File: config.mk
export PLATFORM = sky130hd
export DESIGN_NAME = sap_cpu_param
export DESIGN_NICKNAME = d
export VERILOG_FILES = /design/src/rtl/sap_cpu_param.sv
export SDC_FILE = /design/constraint.sdc
export NUM_CORES = 1
export LEC_CHECK = 0
export ABC_CLOCK_PERIOD_IN_PS = 3000
export BUFFER_PORTS_ARGS = -buffer_cell sky130_fd_sc_hd__buf_2
export CAP_MARGIN = 20
export CORE_AREA = 2 2 165 167
export DETAILED_ROUTE_END_ITERATION = 10
export DIE_AREA = 0 0 167 169
export HOLD_SLACK_MARGIN = 0.06
export PLACE_DENSITY = 0.5
export REMOVE_ABC_BUFFERS = 1
export SYNTH_ARGS = -nofsm -noshare
export SYNTH_HDL_FRONTEND = slang
export SYNTH_SLANG_ARGS = --single-unit
File: constraint.sdc
create_clock -name clk -period 3 [get_ports clk]
set_clock_uncertainty 0.15 [all_clocks]
set_input_delay 0.6 -clock clk [delete_from_list [all_inputs] [get_ports clk]]
set_output_delay 0.6 -clock clk [all_outputs]
set_load 0.02 [all_outputs]
File: src/rtl/sap_cpu_param.sv
// sap_cpu_param: parametrised SAP-style accumulator CPU (LDA/ADD/SUB/STA/OUT/JMP/JC/JZ/LDI/HLT/NOP).
// Runs on a divided tick enable inside the single clk domain. Single-step and program-load supported.
// Ports: clk/reset_n; run (free-run level), step_req (one T-state when run=0); prog_we/prog_addr/prog_data
//   (RAM load, only while stopped or halted); out_data/out_valid (output register + 1-clk strobe);
//   bus_viewer (registered internal bus for the current T-state); halted (HLT executed).
module sap_cpu_param #(
  parameter int DATA_W  = 8,
  parameter int ADDR_W  = 4,
  parameter int CLK_DIV = 800000
) (
  input  logic              clk,
  input  logic              reset_n,
  input  logic              run,
  input  logic              step_req,
  input  logic              prog_we,
  input  logic [ADDR_W-1:0] prog_addr,
  input  logic [DATA_W-1:0] prog_data,
  output logic [DATA_W-1:0] out_data,
  output logic              out_valid,
  output logic [DATA_W-1:0] bus_viewer,
  output logic              halted
);

  localparam int DEPTH = 1 << ADDR_W;
  localparam int OPR_W = DATA_W - 4;
  localparam int DIV_W = (CLK_DIV > 1) ? $clog2(CLK_DIV) : 1;
  localparam logic [DIV_W-1:0] DIV_LAST = DIV_W'(CLK_DIV - 1);

  localparam logic [3:0] OP_LDA = 4'h1;
  localparam logic [3:0] OP_ADD = 4'h2;
  localparam logic [3:0] OP_OUT = 4'h3;
  localparam logic [3:0] OP_JMP = 4'h4;
  localparam logic [3:0] OP_STA = 4'h5;
  localparam logic [3:0] OP_SUB = 4'h6;
  localparam logic [3:0] OP_LDI = 4'h7;
  localparam logic [3:0] OP_JC  = 4'h8;
  localparam logic [3:0] OP_JZ  = 4'h9;
  localparam logic [3:0] OP_HLT = 4'hE;

  typedef enum logic [2:0] {S_T1, S_T2, S_T3, S_T4, S_T5, S_HALT} state_t;

  state_t              state, state_nxt;
  logic [ADDR_W-1:0]   pc, pc_nxt, mar, mar_nxt;
  logic [DATA_W-1:0]   ir, ir_nxt, a, a_nxt, b, b_nxt;
  logic                c, c_nxt, z, z_nxt;
  logic [DATA_W-1:0]   out_nxt, bus_nxt;
  logic                ov_nxt, ram_we;
  logic [DATA_W-1:0]   ram [DEPTH];
  logic [DATA_W-1:0]   ram_rd, opr_ext, pc_ext, b_eff;
  logic [DATA_W:0]     alu_sum;
  logic [3:0]          opcode;
  logic [OPR_W-1:0]    operand;
  logic [ADDR_W-1:0]   addr;
  logic [DIV_W-1:0]    div_cnt;
  logic                tick;
  logic [1:0]          rst_sync;
  logic                rst_n;

  // Reset asserts asynchronously, releases two clk edges after reset_n rises.
  always_ff @(posedge clk or negedge reset_n) begin
    if (!reset_n) rst_sync <= 2'b00;
    else          rst_sync <= {rst_sync[0], 1'b1};
  end
  assign rst_n = rst_sync[1];

  assign halted = (state == S_HALT);

  // Divider only counts while free-running; it sits at 0 otherwise so the
  // first free-run tick lands exactly CLK_DIV cycles after run rises.
  always_ff @(posedge clk or negedge rst_n) begin
    if (!rst_n)                  div_cnt <= '0;
    else if (!run || halted)     div_cnt <= '0;
    else if (div_cnt == DIV_LAST) div_cnt <= '0;
    else                         div_cnt <= div_cnt + 1'b1;
  end

  assign tick = !halted && (run ? (div_cnt == DIV_LAST) : step_req);

  assign opcode  = ir[DATA_W-1 -: 4];
  assign operand = ir[OPR_W-1:0];
  assign addr    = operand[ADDR_W-1:0];
  assign opr_ext = {4'b0000, operand};
  assign pc_ext  = {{(DATA_W-ADDR_W){1'b0}}, pc};
  assign ram_rd  = ram[mar];

  // SUB is A + ~B + 1, so carry-out means "no borrow" (A >= B).
  assign b_eff   = (opcode == OP_SUB) ? ~b : b;
  assign alu_sum = {1'b0, a} + {1'b0, b_eff} + {{DATA_W{1'b0}}, (opcode == OP_SUB)};

  always_comb begin
    state_nxt = state;
    pc_nxt    = pc;
    mar_nxt   = mar;
    ir_nxt    = ir;
    a_nxt     = a;
    b_nxt     = b;
    c_nxt     = c;
    z_nxt     = z;
    out_nxt   = out_data;
    bus_nxt   = bus_viewer;
    ov_nxt    = 1'b0;
    ram_we    = 1'b0;
    if (tick) begin
      bus_nxt = '0;
      case (state)
        S_T1: begin
          mar_nxt   = pc;
          bus_nxt   = pc_ext;
          state_nxt = S_T2;
        end
        S_T2: begin
          ir_nxt    = ram_rd;
          pc_nxt    = pc + 1'b1;
          bus_nxt   = ram_rd;
          state_nxt = S_T3;
        end
        S_T3: begin
          state_nxt = S_T1;
          case (opcode)
            OP_LDA, OP_ADD, OP_SUB, OP_STA: begin
              mar_nxt   = addr;
              bus_nxt   = opr_ext;
              state_nxt = S_T4;
            end
            OP_OUT: begin
              out_nxt = a;
              ov_nxt  = 1'b1;
              bus_nxt = a;
            end
            OP_JMP: begin
              pc_nxt  = addr;
              bus_nxt = opr_ext;
            end
            OP_JC: begin
              if (c) begin
                pc_nxt  = addr;
                bus_nxt = opr_ext;
              end
            end
            OP_JZ: begin
              if (z) begin
                pc_nxt  = addr;
                bus_nxt = opr_ext;
              end
            end
            OP_LDI: begin
              a_nxt   = opr_ext;
              bus_nxt = opr_ext;
            end
            OP_HLT:  state_nxt = S_HALT;
            default: ;
          endcase
        end
        S_T4: begin
          state_nxt = S_T1;
          case (opcode)
            OP_LDA: begin
              a_nxt   = ram_rd;
              bus_nxt = ram_rd;
            end
            OP_ADD, OP_SUB: begin
              b_nxt     = ram_rd;
              bus_nxt   = ram_rd;
              state_nxt = S_T5;
            end
            OP_STA: begin
              ram_we  = 1'b1;
              bus_nxt = a;
            end
            default: ;
          endcase
        end
        S_T5: begin
          a_nxt     = alu_sum[DATA_W-1:0];
          c_nxt     = alu_sum[DATA_W];
          z_nxt     = (alu_sum[DATA_W-1:0] == '0);
          bus_nxt   = alu_sum[DATA_W-1:0];
          state_nxt = S_T1;
        end
        S_HALT:  state_nxt = S_HALT;
        default: state_nxt = S_T1;
      endcase
    end
  end

  always_ff @(posedge clk or negedge rst_n) begin
    if (!rst_n) begin
      state      <= S_T1;
      pc         <= '0;
      mar        <= '0;
      ir         <= '0;
      a          <= '0;
      b          <= '0;
      c          <= 1'b0;
      z          <= 1'b0;
      out_data   <= '0;
      out_valid  <= 1'b0;
      bus_viewer <= '0;
    end else begin
      state      <= state_nxt;
      pc         <= pc_nxt;
      mar        <= mar_nxt;
      ir         <= ir_nxt;
      a          <= a_nxt;
      b          <= b_nxt;
      c          <= c_nxt;
      z          <= z_nxt;
      out_data   <= out_nxt;
      out_valid  <= ov_nxt;
      bus_viewer <= bus_nxt;
    end
  end

  // RAM is not reset so programs survive reset_n. Loads are only accepted
  // while stopped or halted; STA wins if a single-step STA coincides.
  always_ff @(posedge clk) begin
    if (ram_we)                         ram[mar]       <= a;
    else if (prog_we && (!run || halted)) ram[prog_addr] <= prog_data;
  end

endmodule

==> flow_metrics.tcl <==
set metrics [dict create \
    seq_area_mm2 0.00575 \
    maxSlewHeadroom 0.541 \
    cap_violations 0 \
    die_area_mm2 0.0282 \
    clock_latency_ns 0.52 \
    path_max_fanout 8 \
    final_common_cell "edfxtp_1" \
    power_mw 10.1 \
    netlist_instances 657 \
    syn_area_mm2 0.00938 \
    p_leak_nw 4.26 \
    vias 5779 \
    yosys_warnings 0 \
    overflow 0 \
    peakVddDrop_uv 491 \
    layout.cells.non_filler 1098 \
    rows 60 \
    synth_compound_area_frac 0.0738 \
    die_w_um 167 \
    ys_seq_area_frac 0.613 \
    max_freq_ghz 0.349 \
    whs_ns 0.122 \
    syn_to_final_growth_pct 17.6 \
    critical_path_arrival_ns 3.11 \
    core_mm2 0.0265 \
    grt_max_degree 75 \
    numCtsBuffers 23 \
    rsz0062_at_grt "no" \
    crit_type "flop to flop" \
    grtUsageTotal 0.164 \
    diodes 0 \
    multi_input_area_mm2 0.00351 \
    die_h_um 169 \
    status "finished, final reports clean" \
    clk_pin_slew_ns 0.06 \
    grt_pass1_vias 5954 \
    gp_congestion 0.882 \
    final_nets 770 \
    pin_count 35 \
    ys_seq_elements 204 \
    drive_gt1_frac 0.273 \
    synth_top_family_by_area "multiplexers" \
    wirelength_mm 22.7 \
    wl_per_cell_um 20.7 \
    final_cell_mix "128 x edfxtp_1, 74 x dfrtp_1, 66 x nor2_1" \
    synth_async_sr_flop_share 0.373 \
    synth_edf_count 128 \
    htree_num_levels 1 \
    num-fill-cells 2417 \
    antenna_left 0 \
    synthXorXnorAreaFrac 0.0280 \
    dp_hpwl_mm 15.8 \
    crit_path_end_kind "flop" \
    ys.flop_type "edfxtp_1" \
    min_period_ns 2.87 \
    drc 0 \
    clockBufferDepth 3 \
    clock_sinks 204 \
    finalHoldViolations 0 \
    first_pass_iters 7 \
    hold_class "flop to asynchronous set/reset pin" \
    cts_tree "yes" \
    final-max-slew-violation-count 0 \
    viasPerCell 5.26 \
    avgSynthCellArea_um2 14.3 \
    io_buffers 34 \
    grt_pass1_wl_mm 35.6 \
    cts-root-buf "clkbuf_16" \
    required_ns 3.24 \
    synth-simple-area-share 0.101 \
    antenna_found_initial 0 \
    fin_crit_sh 0.955 \
    worstSetupStartpointType "flop" \
    place_inst 1055 \
    synthAdderAreaFrac 0.0168 \
    power_density_mw_per_mm2 920 \
    drtIter0Drc 534 \
    finalSetupViolCount 0 \
    initial_utilization 0.354 \
    synth_mux_area_frac 0.150 \
    synth_cell_types 70 \
    worst_pin_slew_ns 0.669 \
    final.setup.tns_ns 0 \
]
[registers in the layout, summed over array words and instances (netlist names), 3 cells and up]
| register | flops |
|---|---|
| ram | 128 |
| out_data | 8 |
| b | 8 |
| div_cnt | 20 |
| mar | 4 |
| ir | 8 |
| a | 8 |
| state | 3 |
| pc | 4 |
| bus_viewer | 8 |
[Yosys cell counts (2+ instances only)]
cell type,n,area share
edfxtp_1,128,0.41
dfrtp_1,76,0.20
nor2_1,66,0.026
nand2_1,46,0.018
mux4_2,37,0.089
mux2_2,20,0.024
clkbuf_1,19,0.0076
a21oi_1,18,0.0096
a31oi_1,18,0.012
xnor2_1,18,0.017
o21ai_1,17,0.0091
mux2_4,15,0.024
nand3_1,13,0.0069
mux2i_1,12,0.013
xor2_1,12,0.011
ha_1,11,0.015
nor3_1,8,0.0043
inv_1,7,0.0028
nand2b_1,7,0.0047
o21ai_0,7,0.0037
and2_1,6,0.0040
and3_1,6,0.0040
buf_2,6,0.0032
a21o_1,5,0.0040
a222oi_1,4,0.0043
a22oi_1,4,0.0032
nand3b_1,4,0.0032
or3_1,4,0.0027
a221oi_1,3,0.0028
nand4_1,3,0.0020
nor2b_1,3,0.0020
nor3b_1,3,0.0024
o211ai_1,3,0.0024
o21a_1,3,0.0024
a21boi_0,2,0.0016
a22o_1,2,0.0019
and3b_1,2,0.0019
and4_1,2,0.0019
buf_1,2,0.00080
buf_6,2,0.0024
nor4bb_1,2,0.0021
o22ai_1,2,0.0013
or4bb_1,2,0.0024
[report_power, final]
group          leakage, nW  total, mW  internal, mW  switching (mW)
Clock                0.332       2.56          1.46            1.10
Sequential            2.17       3.79          3.44           0.352
Combinational         1.75       3.80          1.73            2.07
Total                 4.26       10.1          6.63            3.52
[per-stage QoR]
step / util / cell area, um^2 / setup WS (ns)
after CTS: 0.414 / 11000 / 0.0654
final: 0.416 / 11000 / 0.134
after global routing: 0.416 / 11000 / 0.0149
after detailed placement: 0.388 / 10300 / -0.0244
after floorplan: - / 9250 / -0.277
after global placement: 0.388 / 10300 / 0.0755
[critical path: stages (launching register included)]
cell       delay, ns
dfrtp_1         0.39
nand4bb_4       0.27
buf_6           0.18
xnor2_2         0.14
ha_1            0.30
o21a_1          0.19
o211ai_1        0.16
a31oi_1         0.07
or3_1           0.36
and2_1          0.18
a311o_1         0.35
[per-layer routing]
metal	up-vias	wire, um	global-route usage
met5	-	0	0
met4	0	478	0.0360
met3	32	935	0.0234
met2	156	11200	0.281
met1	2919	10100	0.223
li1	2672	-	-
[logic make-up (layout without fill, tap and decap cells)]
| kind of cell | after synthesis | in the layout |
|---|---|---|
| other | 1 | 1 |
| flip-flops | 204 | 204 |
| buffers and inverters | 38 | 138 |
| adder cells (fa/ha/maj) | 12 | 12 |
| multiplexers | 84 | 84 |
| XOR/XNOR | 30 | 30 |
| AND/OR/NAND/NOR | 187 | 187 |
| AO/OA/AOI/OAI | 101 | 101 |
[repair_timing]
| action | 4_1_cts | 5_1_grt |
|---|---|---|
| resized for setup | 2 | 6 |
| setup endpoints to repair | 1 | 67 |
| hold buffers | 1 | 0 |
| setup buffers | 0 | 0 |
| hold endpoints to repair | 2 | 0 |
[worst paths after layout]
path                                        from                         to  slack [ns]  cells after the start
min reg2reg                rst_sync[1]$_DFF_PN0_  bus_viewer[6]$_DFFE_PN0P_        0.12                      0
max reg2reg                    ir[7]$_DFFE_PN0P_  bus_viewer[7]$_DFFE_PN0P_        0.13                     10
max                            ir[7]$_DFFE_PN0P_  bus_viewer[7]$_DFFE_PN0P_        0.13                     10
min in group clk           rst_sync[0]$_DFF_PN0_      rst_sync[1]$_DFF_PN0_        0.21                      0
max in group asynchronous  rst_sync[1]$_DFF_PN0_      div_cnt[12]$_DFF_PN0_        2.00                      1
min                        rst_sync[1]$_DFF_PN0_  bus_viewer[6]$_DFFE_PN0P_        0.12                      0
[layout make-up]
cell class                 instances  area share
clock buffer                      33      0.0574
timing repair buffer              88      0.0580
clock inverter                     8     0.00363
tap                              341      0.0387
inverter                           9     0.00306
multi-input combinational        415       0.318
sequential                       204       0.521
Note: power is estimated with default switching activity, not from simulation.
